[config.mk]
export PLATFORM = sky130hd
export DESIGN_NAME = uart_tx_arbiter
export DESIGN_NICKNAME = d
export VERILOG_FILES = /design/src/rtl/uart_tx_arbiter.sv
export SDC_FILE = /design/constraint.sdc
export NUM_CORES = 1
export LEC_CHECK = 0
export ABC_AREA = 1
export BUFFER_PORTS_ARGS = -buffer_cell sky130_fd_sc_hd__buf_2
export CORE_UTILIZATION = 56
export DETAILED_ROUTE_END_ITERATION = 10
export GPL_ROUTABILITY_DRIVEN = 0
export PLACE_DENSITY = 0.95
export SLEW_MARGIN = 20
export SYNTH_ARGS = -nofsm -noshare
export SYNTH_HDL_FRONTEND = slang
export SYNTH_SLANG_ARGS = --single-unit
export TNS_END_PERCENT = 5
[constraint.sdc]
create_clock -name CLOCK_50 -period 4.55 [get_ports CLOCK_50]
set_input_delay 0.2275 -clock CLOCK_50 [delete_from_list [all_inputs] [get_ports CLOCK_50]]
set_output_delay 0.2275 -clock CLOCK_50 [all_outputs]
set_load 0.02 [all_outputs]
[src/rtl/uart_tx_arbiter.sv]
// Round-robin arbiter and frame sequencer for a shared UART transmit shift register.
// Define UART_TX_ARB_FIXED_PRI_EN for fixed priority (lowest asserted index wins).
//
// state   | meaning
// --------+------------------------------------------------------------
// S_IDLE  | no owner; arbitrate among req, latch winner's byte
// S_LOAD  | one-cycle parallel-load strobe, counters cleared
// S_WAIT  | bit-period timer running (CLKS_PER_BIT-1 cycles)
// S_SHIFT | one-cycle shift strobe, advance bit counter
// S_DONE  | one-cycle done pulse to the owner, release grant
module uart_tx_arbiter #(
  parameter int NUM_REQ      = 4,
  parameter int CLKS_PER_BIT = 434,
  parameter int FRAME_BITS   = 10
) (
  input  logic                 CLOCK_50,
  input  logic                 Reset,
  input  logic [NUM_REQ-1:0]   req,
  input  logic [8*NUM_REQ-1:0] data_in,
  output logic [NUM_REQ-1:0]   grant,
  output logic [NUM_REQ-1:0]   done,
  output logic [7:0]           tx_data,
  output logic                 load,
  output logic                 enable,
  output logic                 busy
);

  localparam int IDX_W = $clog2(NUM_REQ);
  localparam int PER_W = (CLKS_PER_BIT > 2) ? $clog2(CLKS_PER_BIT) : 1;
  localparam int BIT_W = $clog2(FRAME_BITS + 1);

  typedef enum logic [2:0] {
    S_IDLE  = 3'd0,
    S_LOAD  = 3'd1,
    S_WAIT  = 3'd2,
    S_SHIFT = 3'd3,
    S_DONE  = 3'd4
  } state_t;

  state_t             state_q, state_d;
  logic [NUM_REQ-1:0] grant_q;
  logic [7:0]         tx_data_q;
  logic [PER_W-1:0]   per_cnt;
  logic [BIT_W-1:0]   bit_cnt;
  logic               win_found;
  logic [IDX_W-1:0]   win_idx;
  logic [IDX_W-1:0]   cand_idx;
  int                 cand;

`ifndef UART_TX_ARB_FIXED_PRI_EN
  logic [IDX_W-1:0]   rr_ptr;
  logic [IDX_W-1:0]   owner_q;
`endif

  // Scan from the pointer upward so the last owner has lowest priority.
  always_comb begin
    win_found = 1'b0;
    win_idx   = '0;
    cand      = 0;
    cand_idx  = '0;
    for (int i = 0; i < NUM_REQ; i++) begin
`ifdef UART_TX_ARB_FIXED_PRI_EN
      cand = i;
`else
      cand = (int'(rr_ptr) + i) % NUM_REQ;
`endif
      cand_idx = IDX_W'(cand);
      if (!win_found && req[cand_idx]) begin
        win_found = 1'b1;
        win_idx   = cand_idx;
      end
    end
  end

  always_ff @(posedge CLOCK_50 or posedge Reset) begin
    if (Reset) state_q <= S_IDLE;
    else       state_q <= state_d;
  end

  always_comb begin
    state_d = state_q;
    load    = 1'b0;
    enable  = 1'b0;
    done    = '0;
    busy    = 1'b1;
    case (state_q)
      S_IDLE: begin
        busy = 1'b0;
        if (win_found) state_d = S_LOAD;
      end
      S_LOAD: begin
        load    = 1'b1;
        state_d = S_WAIT;
      end
      S_WAIT: begin
        if (per_cnt == PER_W'(CLKS_PER_BIT - 2)) state_d = S_SHIFT;
      end
      S_SHIFT: begin
        enable  = 1'b1;
        state_d = (bit_cnt == BIT_W'(FRAME_BITS - 1)) ? S_DONE : S_WAIT;
      end
      S_DONE: begin
        done    = grant_q;
        state_d = S_IDLE;
      end
      default: begin
        state_d = S_IDLE;
      end
    endcase
  end

  always_ff @(posedge CLOCK_50 or posedge Reset) begin
    if (Reset) begin
      grant_q   <= '0;
      tx_data_q <= '0;
      per_cnt   <= '0;
      bit_cnt   <= '0;
    end else begin
      case (state_q)
        S_IDLE: begin
          if (win_found) begin
            grant_q   <= NUM_REQ'(1) << win_idx;
            tx_data_q <= data_in[{win_idx, 3'b000} +: 8];
          end
        end
        S_LOAD: begin
          per_cnt <= '0;
          bit_cnt <= '0;
        end
        S_WAIT: begin
          per_cnt <= per_cnt + PER_W'(1);
        end
        S_SHIFT: begin
          per_cnt <= '0;
          bit_cnt <= bit_cnt + BIT_W'(1);
        end
        S_DONE: begin
          grant_q <= '0;
        end
        default: begin
          grant_q <= '0;
        end
      endcase
    end
  end

`ifndef UART_TX_ARB_FIXED_PRI_EN
  always_ff @(posedge CLOCK_50 or posedge Reset) begin
    if (Reset) begin
      rr_ptr  <= '0;
      owner_q <= '0;
    end else begin
      if (state_q == S_IDLE && win_found) owner_q <= win_idx;
      if (state_q == S_DONE)
        rr_ptr <= (owner_q == IDX_W'(NUM_REQ - 1)) ? '0 : owner_q + IDX_W'(1);
    end
  end
`endif

  assign grant   = grant_q;
  assign tx_data = tx_data_q;

endmodule

**After elaboration in Yosys (flattened, before gate mapping)**

Index checks and enable logic that the tools add are counted.

- $add $sub $neg: 6
- $lt $le $gt $ge: 4
- Equal/unequal tests: 9
- Shifts and indexed selects: 2
- Muxes and demuxes: 29
- Bitwise gates (word level): 1
- Reductions and logical operators: 15

Operator list:

| cell | count |
|---|---|
| $shiftx 32x6->8 | 1 |
| $pmux 9 s2 | 1 |
| $pmux 4 s2 | 2 |
| $lt 2x3->1 const B | 4 |
| $pmux 3 s4 | 1 |
| $mux 1 | 11 |
| $mux 2 | 5 |
| $add 9x1->9 const B | 1 |
| $eq 9x9->1 const B | 1 |
| $mux 3 | 3 |
| $bmux 1 s2 | 4 |
| $mux 4 | 2 |
| $eq 3x2->1 const B | 2 |
| $reduce_and 2->1 | 3 |
| $add 2x1->2 const B | 2 |
| $add 2x2->2 const B | 2 |
| $add 4x1->4 const B | 1 |
| $eq 4x4->1 const B | 1 |
| $logic_and 1x1->1 | 4 |
| $ne 2x2->1 const B | 2 |
| $reduce_bool 2->1 | 2 |
| $shl 1x2->4 const A | 1 |
| $eq 3x1->1 const B | 1 |
| $eq 3x3->1 const B | 1 |
| other kinds (6) | 8 |

- Bits in registers: 32
- Input port bits: 38
- Output and inout bits: 19

**Logic depth before layout (Yosys ltp)**

Gate-level depths: netlist (run 1).

- Word-level depth: 15
- Depth in mapped cells: 16
- Depth with buffers taken out: 15

**Least setup slack after synthesis (run 1)**

OpenSTA, ideal clock, no wires.

- Kind: reg-to-reg
- Start point: reg rr_ptr[0]
- End point: reg tx_data_q[1], in the netlist tx_data[1]
- Setup time: 0.117 ns
- Data arrival time: 1.557 ns
- Setup slack: 2.877 ns
- Stages on the path, launching flop included: 17
- Clock period less this slack: 1.673 ns
- Cells stage by stage: dfrtp_1 > buf_6 > nand2_1 > nand2_1 > nand2_1 > nand2_1 > nor2_4 > nand3_2 > nand2_4 > nand2_2 > buf_6 > nand2_1 > nand2_1 > nand2_1 > nand2_1 > nand2_1 > nand2_1

- Longest elaborated chain between the ends: 13

RTL lines:

| element | RTL line | RTL |
|---|---|---|
| from (decl) | 51 | `logic [IDX_W-1:0] rr_ptr;` |
| from (signal assigned) | 155 | `rr_ptr <= (owner_q == IDX_W'(NUM_REQ - 1)) ? '0 : owner_q + IDX_W'(1);` |
| branches (longest 13 deep; another with $add 2x1->2) | n/a |  |
| to (signal assigned) | 123 | `tx_data_q <= data_in[{win_idx, 3'b000} +: 8];` |
| to (decl) | 42 | `logic [7:0] tx_data_q;` |

Parallel ways; which one is timed is not known. The select of a mux whose other input is x is not followed.
A chain may end at the register's enable or synchronous reset.

**Worst setup path after layout (run 1)**

Ends and elaborated chain as after synthesis.

==> results of run 1 <==
-- cells in the final DEF, fill, tap and decap left out, types with 3 or more instances in the layout --
cell      count
dfrtp_1      32
nand3_1      26
nand2_2       3
o31ai_1       3
nand2_1     131
ha_1          5
inv_1        28
nor2_1       23
nand3_2       3
buf_2        56
inv_2         4
clkbuf_4      5
o22ai_1       3
nor3_1        3
nand4_1       5
o21ai_0       9
a21oi_1       8
-- sequential cells by signal, indices dropped and copies added, names as in the netlist --
| register | count |
|---|---|
| per_cnt | 9 |
| state_q | 3 |
| bit_cnt | 4 |
| rr_ptr | 2 |
| owner_q | 2 |
| tx_data | 8 |
| grant | 4 |
-- power groups by stage --
stage                     Combinational [mW]  Clock [mW]  Sequential (mW)
after global placement                 0.565           0            0.469
final                                  0.593       0.171            0.468
after CTS                              0.592       0.172            0.467
after detailed placement               0.588           0            0.471
after floorplan                        0.387           0            0.513
after global routing                   0.680       0.187            0.481
-- area by class of cell --
type	count	area (µm²)
Multi-Input combinational cell	232	1070
Fill cell	295	1010
Sequential cell	32	801
Timing Repair Buffer	58	298
Inverter	32	120
Clock buffer	8	58.8
Tap cell	46	57.6
-- worst max-delay path, cell delays in order, from the launching register on --
cell and delay (ns):
dfrtp_1 0.59, inv_2 0.14, nand2_1 0.08, nand2_1 0.10
o21ai_1 0.28, nand3_2 0.16, nand2_4 0.20, nand2_2 0.27
nand2_1 0.14, nand2_1 0.06, nand2_1 0.07, nand2_1 0.06
nand2_1 0.06, nand2_1 0.05
-- per-layer routing --
metal  GRT usage, %  vias to the layer above  part of all wire [%]
li1               -                     1077                     -
met3           6.02                       14                   6.9
met2           45.8                       85                    48
met5              0                        -                     0
met1           35.1                      985                    43
met4           9.88                        0                   2.3
-- through the flow --
step | instances | area, µm² | hold WS [ns]
final | 408 | 2410 | 0.276
after global routing | 408 | 2410 | 0.295
after detailed placement | 399 | 2340 | 0.346
after global placement | 399 | 2340 | 0.325
after floorplan | 304 | 2050 | 0.344
after CTS | 408 | 2410 | 0.269
-- cell families after synthesis --
| group | after synthesis | share of synthesized area [%] |
|---|---|---|
| adders and majority gates | 5 | 3.05 |
| AOI/OAI and AO/OA | 29 | 8.29 |
| buffers and inverters | 40 | 8.78 |
| and+or+nand+nor | 198 | 40.9 |
| DFF | 32 | 39.0 |
-- final timing paths --
path	from	end	slack (ns)	depth (start not counted)
max in group asynchronous	Reset	tx_data[0]$_DFFE_PP0P_	3.73	4
setup reg to reg	rr_ptr[0]$_DFFE_PP0N_	tx_data[1]$_DFFE_PP0P_	2.17	13
hold reg to reg	tx_data[1]$_DFFE_PP0P_	tx_data[1]$_DFFE_PP0P_	0.49	2
setup / recovery	rr_ptr[0]$_DFFE_PP0N_	tx_data[1]$_DFFE_PP0P_	2.17	13
min in group asynchronous	Reset	owner_q[1]$_DFFE_PP0P_	0.54	4
hold / removal	data_in[22]	tx_data[6]$_DFFE_PP0P_	0.28	7
==> reports/qor.csv, run 1 <==
metric;value;unit
outcome;completed;
max-slew violation count;0;
effective utilization at floorplan;60.1;%
input/output buffers;56;
most numerous cell types in the synthesized netlist;nand2_1 (131), dfrtp_1 (32), inv_1 (28);
Arr. time, crit path;2.60;ns
Resized cells post-CTS;0;
via count of the first global-routing pass;1999;
buffers from clock root to sink, at most;2;
area share of the largest cell type after synthesis;39.0;%
Yosys top cell by area;dfrtp_1;
number of detailed-route iterations in the first pass;4;
category of the critical setup timing path;reg2reg;
Remaining Overflow, GRT;0;
DRC violation count after routing;0;
CTS H-Tree Depth;2;
clock-pin transition on the worst setup and hold timing paths;0.10;ns
quantity of hold-fixing buffers added after cts;1;
number of placed I/O pins;57;
setup repair after global routing missed its margin;no;
net count of the mapped netlist;347;
antenna violations before repair;0;
Tcrit/Tclk final;52.2;%
total standard cell area after synthesis;2050;µm²
worst setup skew after layout;0.00689;ns
area growth from synthesis to layout;17.3;%
LEAKAGE;1.40;nW
total number of vias;2161;
PwrDens;512;nW/µm²
largest net degree at the start of global routing;33;
number of nets in the finished design;404;
clk root buf;clkbuf_4;
number of enable-type register cells in the synthesized netlist;0;
Mean Syn Cell Area;6.75;µm²
overall power;1.23;mW
total global-route track usage;27.5;%
die area;3910;µm²
number of vias per cell;5.30;
synthesized instance count;304;
kind of end point of the critical path;register;
portion of total power attributed to sequential cells;38.0;%
data required time of the critical path;4.77;ns
Core Footprint;3420;µm²
synth top area cells;dfrtp_1 (39%), nand2_1 (24%), nand3_1 (6.3%);
number of distinct standard cells referenced by the synthesized netlist;26;
routed wire length per instance;12.1;µm
combinational power share;48.1;%
number of diodes;0;
setup repair bufs after CTS;0;
clock sink count;32;
most frequently used cell type in the post-synthesis netlist;nand2_1;
total wire length;4920;µm
number of failing setup endpoints in the final timing report;0;
post-layout utilization of the core;70.4;%
final antenna-violating net count;0;
Worst Slack Setup Final;2.17;ns
Worst IR Drop VDD;0.217;mV
Pint;0.661;mW
time the final worst path needs with I/O delays and setup;2.38;ns
net switching fraction of the power;46.3;%
Min-Delay Path Class;in2reg;
layout cells sized above 1;21.3;%
maxcap violations;0;
number of clock buffers inserted by TritonCTS;5;
Top FF cell, synth;dfrtp_1;
estimated wirelength of the detail-placed design;3700;µm
row count;21;
setup TNS;0;ns
Crit Path Max Fanout;20;
worst setup slack before clock tree synthesis;2.27;ns
final-report hold violation count;0;
horizontal extent of the die;62.5;µm
global-route wire length before repair;8580;µm
startpoint kind of the worst setup timing path;register;
sequential fraction of the synthesis area;39.0;%
number of synthesized register bits;32;
timing-limited maximum frequency;421;MHz
switching power of the nets;0.571;mW
transition time of the tightest slew-check pin;0.499;ns
Die Height;62.5;µm
worst relative slew slack;66.7;%
share of power burned in the clock network;13.9;%
TritonCTS clock tree;done;
async set-reset flop share out of synthesis;100;%
total number of yosys warnings;0;
later-pin clock latency in the skew report;0.33;ns
DRC violation total after the first TritonRoute iteration;121;
Note: power is estimated with default switching activity, not from simulation.
==> run 2: changes to the inputs <==
--- a/config.mk
+++ b/config.mk
@@ -5,12 +5,12 @@
 export SDC_FILE = /design/constraint.sdc
 export NUM_CORES = 1
 export LEC_CHECK = 0
-export ABC_AREA = 1
+export ABC_AREA = 0
 export BUFFER_PORTS_ARGS = -buffer_cell sky130_fd_sc_hd__buf_2
-export CORE_UTILIZATION = 56
+export CORE_UTILIZATION = 45
 export DETAILED_ROUTE_END_ITERATION = 10
 export GPL_ROUTABILITY_DRIVEN = 0
-export PLACE_DENSITY = 0.95
+export PLACE_DENSITY = 0.85
 export SLEW_MARGIN = 20
 export SYNTH_ARGS = -nofsm -noshare
 export SYNTH_HDL_FRONTEND = slang
==> constraint.sdc (replaced) <==
create_clock -name CLOCK_50 -period 2.1 [get_ports CLOCK_50]
set_input_delay 0.105 -clock CLOCK_50 [delete_from_list [all_inputs] [get_ports CLOCK_50]]
set_output_delay 0.105 -clock CLOCK_50 [all_outputs]
set_load 0.02 [all_outputs]
==> run 2 against run 1 <==
Register-to-register slack worse by 1.8 ns. Power up 45%. Combinational power down 21%. Critical path type unchanged.
==> reports/qor.csv, run 2 <==
metric;value;unit;change
routed wire length per instance;12.6;µm;was 12.1 µm
PwrDens;813;nW/µm²;was 512 nW/µm²
cell count of the worst reg-to-reg path;6;;was 13
max-slew violation count;0;;unchanged
Remaining Overflow, GRT;0;;unchanged
final antenna-violating net count;0;;unchanged
largest register by flop count;per_cnt;;unchanged
top library cells by usage in the layout, fill and taps aside;buf_2 (56), dfrtp_1 (32), nand2_1 (30);;was nand2_1 (131), buf_2 (56), dfrtp_1 (32)
final design area excluding fillers;2200;µm²;was 2410 µm²
antenna violations before repair;0;;unchanged
number of vias per cell;5.35;;was 5.30
async set-reset flop share out of synthesis;100;%;unchanged
kind of end point of the critical path;register;;unchanged
row count;22;;was 21
final-report hold violation count;0;;unchanged
total number of vias;1545;;was 2161
Final Instance Count excl. Fillers;289;;was 408
outcome;completed;;unchanged
transition time of the tightest slew-check pin;0.513;ns;was 0.499 ns
global-route wire length before repair;6230;µm;was 8580 µm
setup repair after global routing missed its margin;no;;unchanged
total wire length;3650;µm;was 4920 µm
area share of the largest cell type after synthesis;45.6;%;was 39.0%
Arr. time, crit path;1.89;ns;was 2.60 ns
worst setup skew after layout;0.00161;ns;was 0.00689 ns
number of synthesized register bits;32;;unchanged
horizontal extent of the die;64.5;µm;was 62.5 µm
switching power of the nets;0.561;mW;was 0.571 mW
Crit Path Max Fanout;21;;was 20
Worst path max stage delay;0.45;ns;was 0.59 ns
number of clock buffers inserted by TritonCTS;5;;unchanged
Yosys top cell by area;dfrtp_1;;unchanged
DRC violation total after the first TritonRoute iteration;35;;was 121
estimated wirelength of the detail-placed design;2710;µm;was 3700 µm
Mean Syn Cell Area;9.81;µm²;was 6.75 µm²
input/output buffers;56;;unchanged
number of placed I/O pins;57;;unchanged
number of nets in the finished design;283;;was 404
Worst IR Drop VDD;0.480;mV;was 0.217 mV
worst reg2reg startpoint;rr_ptr[1]$_DFFE_PP0N_;;was rr_ptr[0]$_DFFE_PP0N_
minimum setup slack among reg-to-reg paths;0.42;ns;was 2.17 ns
placed instance count;280;;was 399
portion of total power attributed to sequential cells;47.7;%;was 38.0%
number of failing setup endpoints in the final timing report;0;;unchanged
Crit Reg-Reg Endpoint;grant[2]$_DFFE_PP0P_;;was tx_data[1]$_DFFE_PP0P_
net count of the mapped netlist;222;;was 347
die area;4160;µm²;was 3910 µm²
total number of yosys warnings;0;;unchanged
net switching fraction of the power;31.4;%;was 46.3%
via count of the first global-routing pass;1505;;was 1999
number of distinct standard cells referenced by the synthesized netlist;40;;was 26
effective utilization at floorplan;47.3;%;was 60.1%
worst relative slew slack;65.5;%;was 66.7%
number of diodes;0;;unchanged
share of power burned in the clock network;26.2;%;was 13.9%
most frequent standard cell in the layout excluding fill and tap cells;buf_2;;was nand2_1
clk root buf;clkbuf_8;;was clkbuf_4
CTS H-Tree Depth;2;;unchanged
startpoint kind of the worst setup timing path;register;;unchanged
time the final worst path needs with I/O delays and setup;1.68;ns;was 2.38 ns
total standard cell area after synthesis;1760;µm²;was 2050 µm²
TritonCTS clock tree;done;;unchanged
Top FF cell, synth;dfrtp_1;;unchanged
clock sink count;32;;unchanged
most frequently used cell type in the post-synthesis netlist;dfrtp_1;;was nand2_1
Core Footprint;3720;µm²;was 3420 µm²
LEAKAGE;1.14;nW;was 1.40 nW
combinational power share;26.1;%;was 48.1%
synthesized instance count;179;;was 304
clock-pin transition on the worst setup and hold timing paths;0.06;ns;was 0.10 ns
total global-route track usage;19.8;%;was 27.5%
Tcrit/Tclk final;80.2;%;was 52.2%
timing-limited maximum frequency;594;MHz;was 421 MHz
area growth from synthesis to layout;25.4;%;was 17.3%
Die Height;64.5;µm;was 62.5 µm
flip-flop count of the largest register after layout;9;;unchanged
layout cells sized above 1;29.9;%;was 21.3%
most numerous cell types in the synthesized netlist;dfrtp_1 (32), nand2_1 (30), mux2i_1 (18);;was nand2_1 (131), dfrtp_1 (32), inv_1 (28)
maxcap violations;0;;unchanged
placement-stage cell area;2100;µm²;was 2340 µm²
sequential fraction of the synthesis area;45.6;%;was 39.0%
Most common cell on crit path;a21oi_1;;was nand2_1
cell-by-cell trace of the critical path;nand2b_1 -> a21oi_1 -> nor3_4 -> buf_12 -> or3_1 -> a21oi_1;;was inv_2 -> nand2_1 -> nand2_1 -> o21ai_1 -> nand3_2 -> nand2_4 -> nand2_2 -> nand2_1 -> nand2_1 -> nand2_1 -> nand2_1 -> nand2_1 -> nand2_1
post-layout utilization of the core;59.3;%;was 70.4%
largest net degree at the start of global routing;33;;unchanged
worst hold endpoint;tx_data[0]$_DFFE_PP0P_;;was tx_data[6]$_DFFE_PP0P_
startpoint of the lowest-slack hold path;data_in[16];;was data_in[22]
cell with the biggest individual delay on the critical path;dfrtp_1;;unchanged
tightest hold margin;0.124;ns;was 0.276 ns
number of stages on the worst hold path;3;;was 7
Min-Delay Path Class;in2reg;;unchanged
later-pin clock latency in the skew report;0.28;ns;was 0.33 ns
DRC violation count after routing;0;;unchanged
number of enable-type register cells in the synthesized netlist;0;;unchanged
category of the critical setup timing path;reg2reg;;unchanged
data required time of the critical path;2.30;ns;was 4.77 ns
buffers from clock root to sink, at most;2;;unchanged
setup TNS;0;ns;unchanged
Pint;1.23;mW;was 0.661 mW
number of detailed-route iterations in the first pass;4;;unchanged
synth top area cells;dfrtp_1 (46%), mux2i_1 (10%), nand2_1 (6.4%);;was dfrtp_1 (39%), nand2_1 (24%), nand3_1 (6.3%)
run 2: cell count changes after synthesis, sizes merged, moves of 3 or more:
cell	delta
nand2	-105
inv	-25
nand3	-25
mux2i	+18
nor2	-13
o21ai	-8
o221ai	+8
and3	+4
xor2	+4
nand4	-3
or3	+3
run 2: per-layer routing:
metal	wire length (µm)	part of all wire [%]	track usage (%)
met5	0	0	0
met1	1540	42	21.8
met3	174	4.8	5.81
met2	1840	50	34.5
met4	89	2.4	9.72
run 2: cells by family (layout without fill, tap and decap cells):
family          Yosys count  after routing  share of synthesized area [%]
compound gates           28             28                           11.3
flops                    32             32                           45.6
mux                      20             20                           11.5
xor+xnor                  6              6                           2.99
buf+inv                  14             76                           3.99
simple gates             74             74                           21.0
fa+ha+maj                 5              5                           3.56
run 2: power by group through the flow:
| stage | logic (mW) | clock network (mW) | registers, mW |
|---|---|---|---|
| after floorplan | 0.268 | 0 | 0.897 |
| after global routing | 0.519 | 0.516 | 0.869 |
| after CTS | 0.474 | 0.487 | 0.852 |
| final | 0.466 | 0.469 | 0.854 |
| after detailed placement | 0.471 | 0 | 0.858 |
| after global placement | 0.454 | 0 | 0.853 |
run 2: what timing repair did:
item | 4_1_cts | 5_1_grt
gates resized for setup | 0 | 0
endpoints found under the hold margin | 32 | 0
setup buffers | 0 | 0
setup endpoints to repair | 0 | 0
hold buffers | 1 | 0
run 2: critical path, delay by kind of cell, from the launching register on:
family	cells	cell delay, ns
and+or+nand+nor	3	0.60
DFF	1	0.45
AOI/OAI and AO/OA	2	0.38
buffers and inverters	1	0.17
run 2: final cells by class:
cell class	instances	area (µm²)
tap	48	60.1
sequential	32	801
timing repair buffer	61	333
multi-input combinational	133	892
fill	331	1510
inverter	7	26.3
clock buffer	8	90.1
run 2: worst max path at each step:
stage | end | slack [ns] | start
after global placement | grant[2]$_DFFE_PP0P_ | 0.45 | rr_ptr[1]$_DFFE_PP0N_
final | grant[2]$_DFFE_PP0P_ | 0.42 | rr_ptr[1]$_DFFE_PP0N_
after CTS | grant[2]$_DFFE_PP0P_ | 0.42 | rr_ptr[1]$_DFFE_PP0N_
after floorplan | tx_data[0]$_DFFE_PP0P_ | 0.45 | state_q[0]$_DFFE_PP0P_
after detailed placement | tx_data[3]$_DFFE_PP0P_ | 0.42 | state_q[2]$_DFFE_PP0P_
after global routing | per_cnt[7]$_DFFE_PP0P_ | 0.28 | state_q[2]$_DFFE_PP0P_
run 2: per-stage QoR:
| step | power, mW | worst slack (ns) |
|---|---|---|
| 2_1_floorplan | 1.16 | 0.449 |
| 3_3_place_gp | 1.31 | 0.448 |
| 3_5_place_dp | 1.33 | 0.415 |
| 4_1_cts | 1.81 | 0.421 |
| 5_1_grt | 1.90 | 0.281 |
| 6_report | 1.79 | 0.415 |
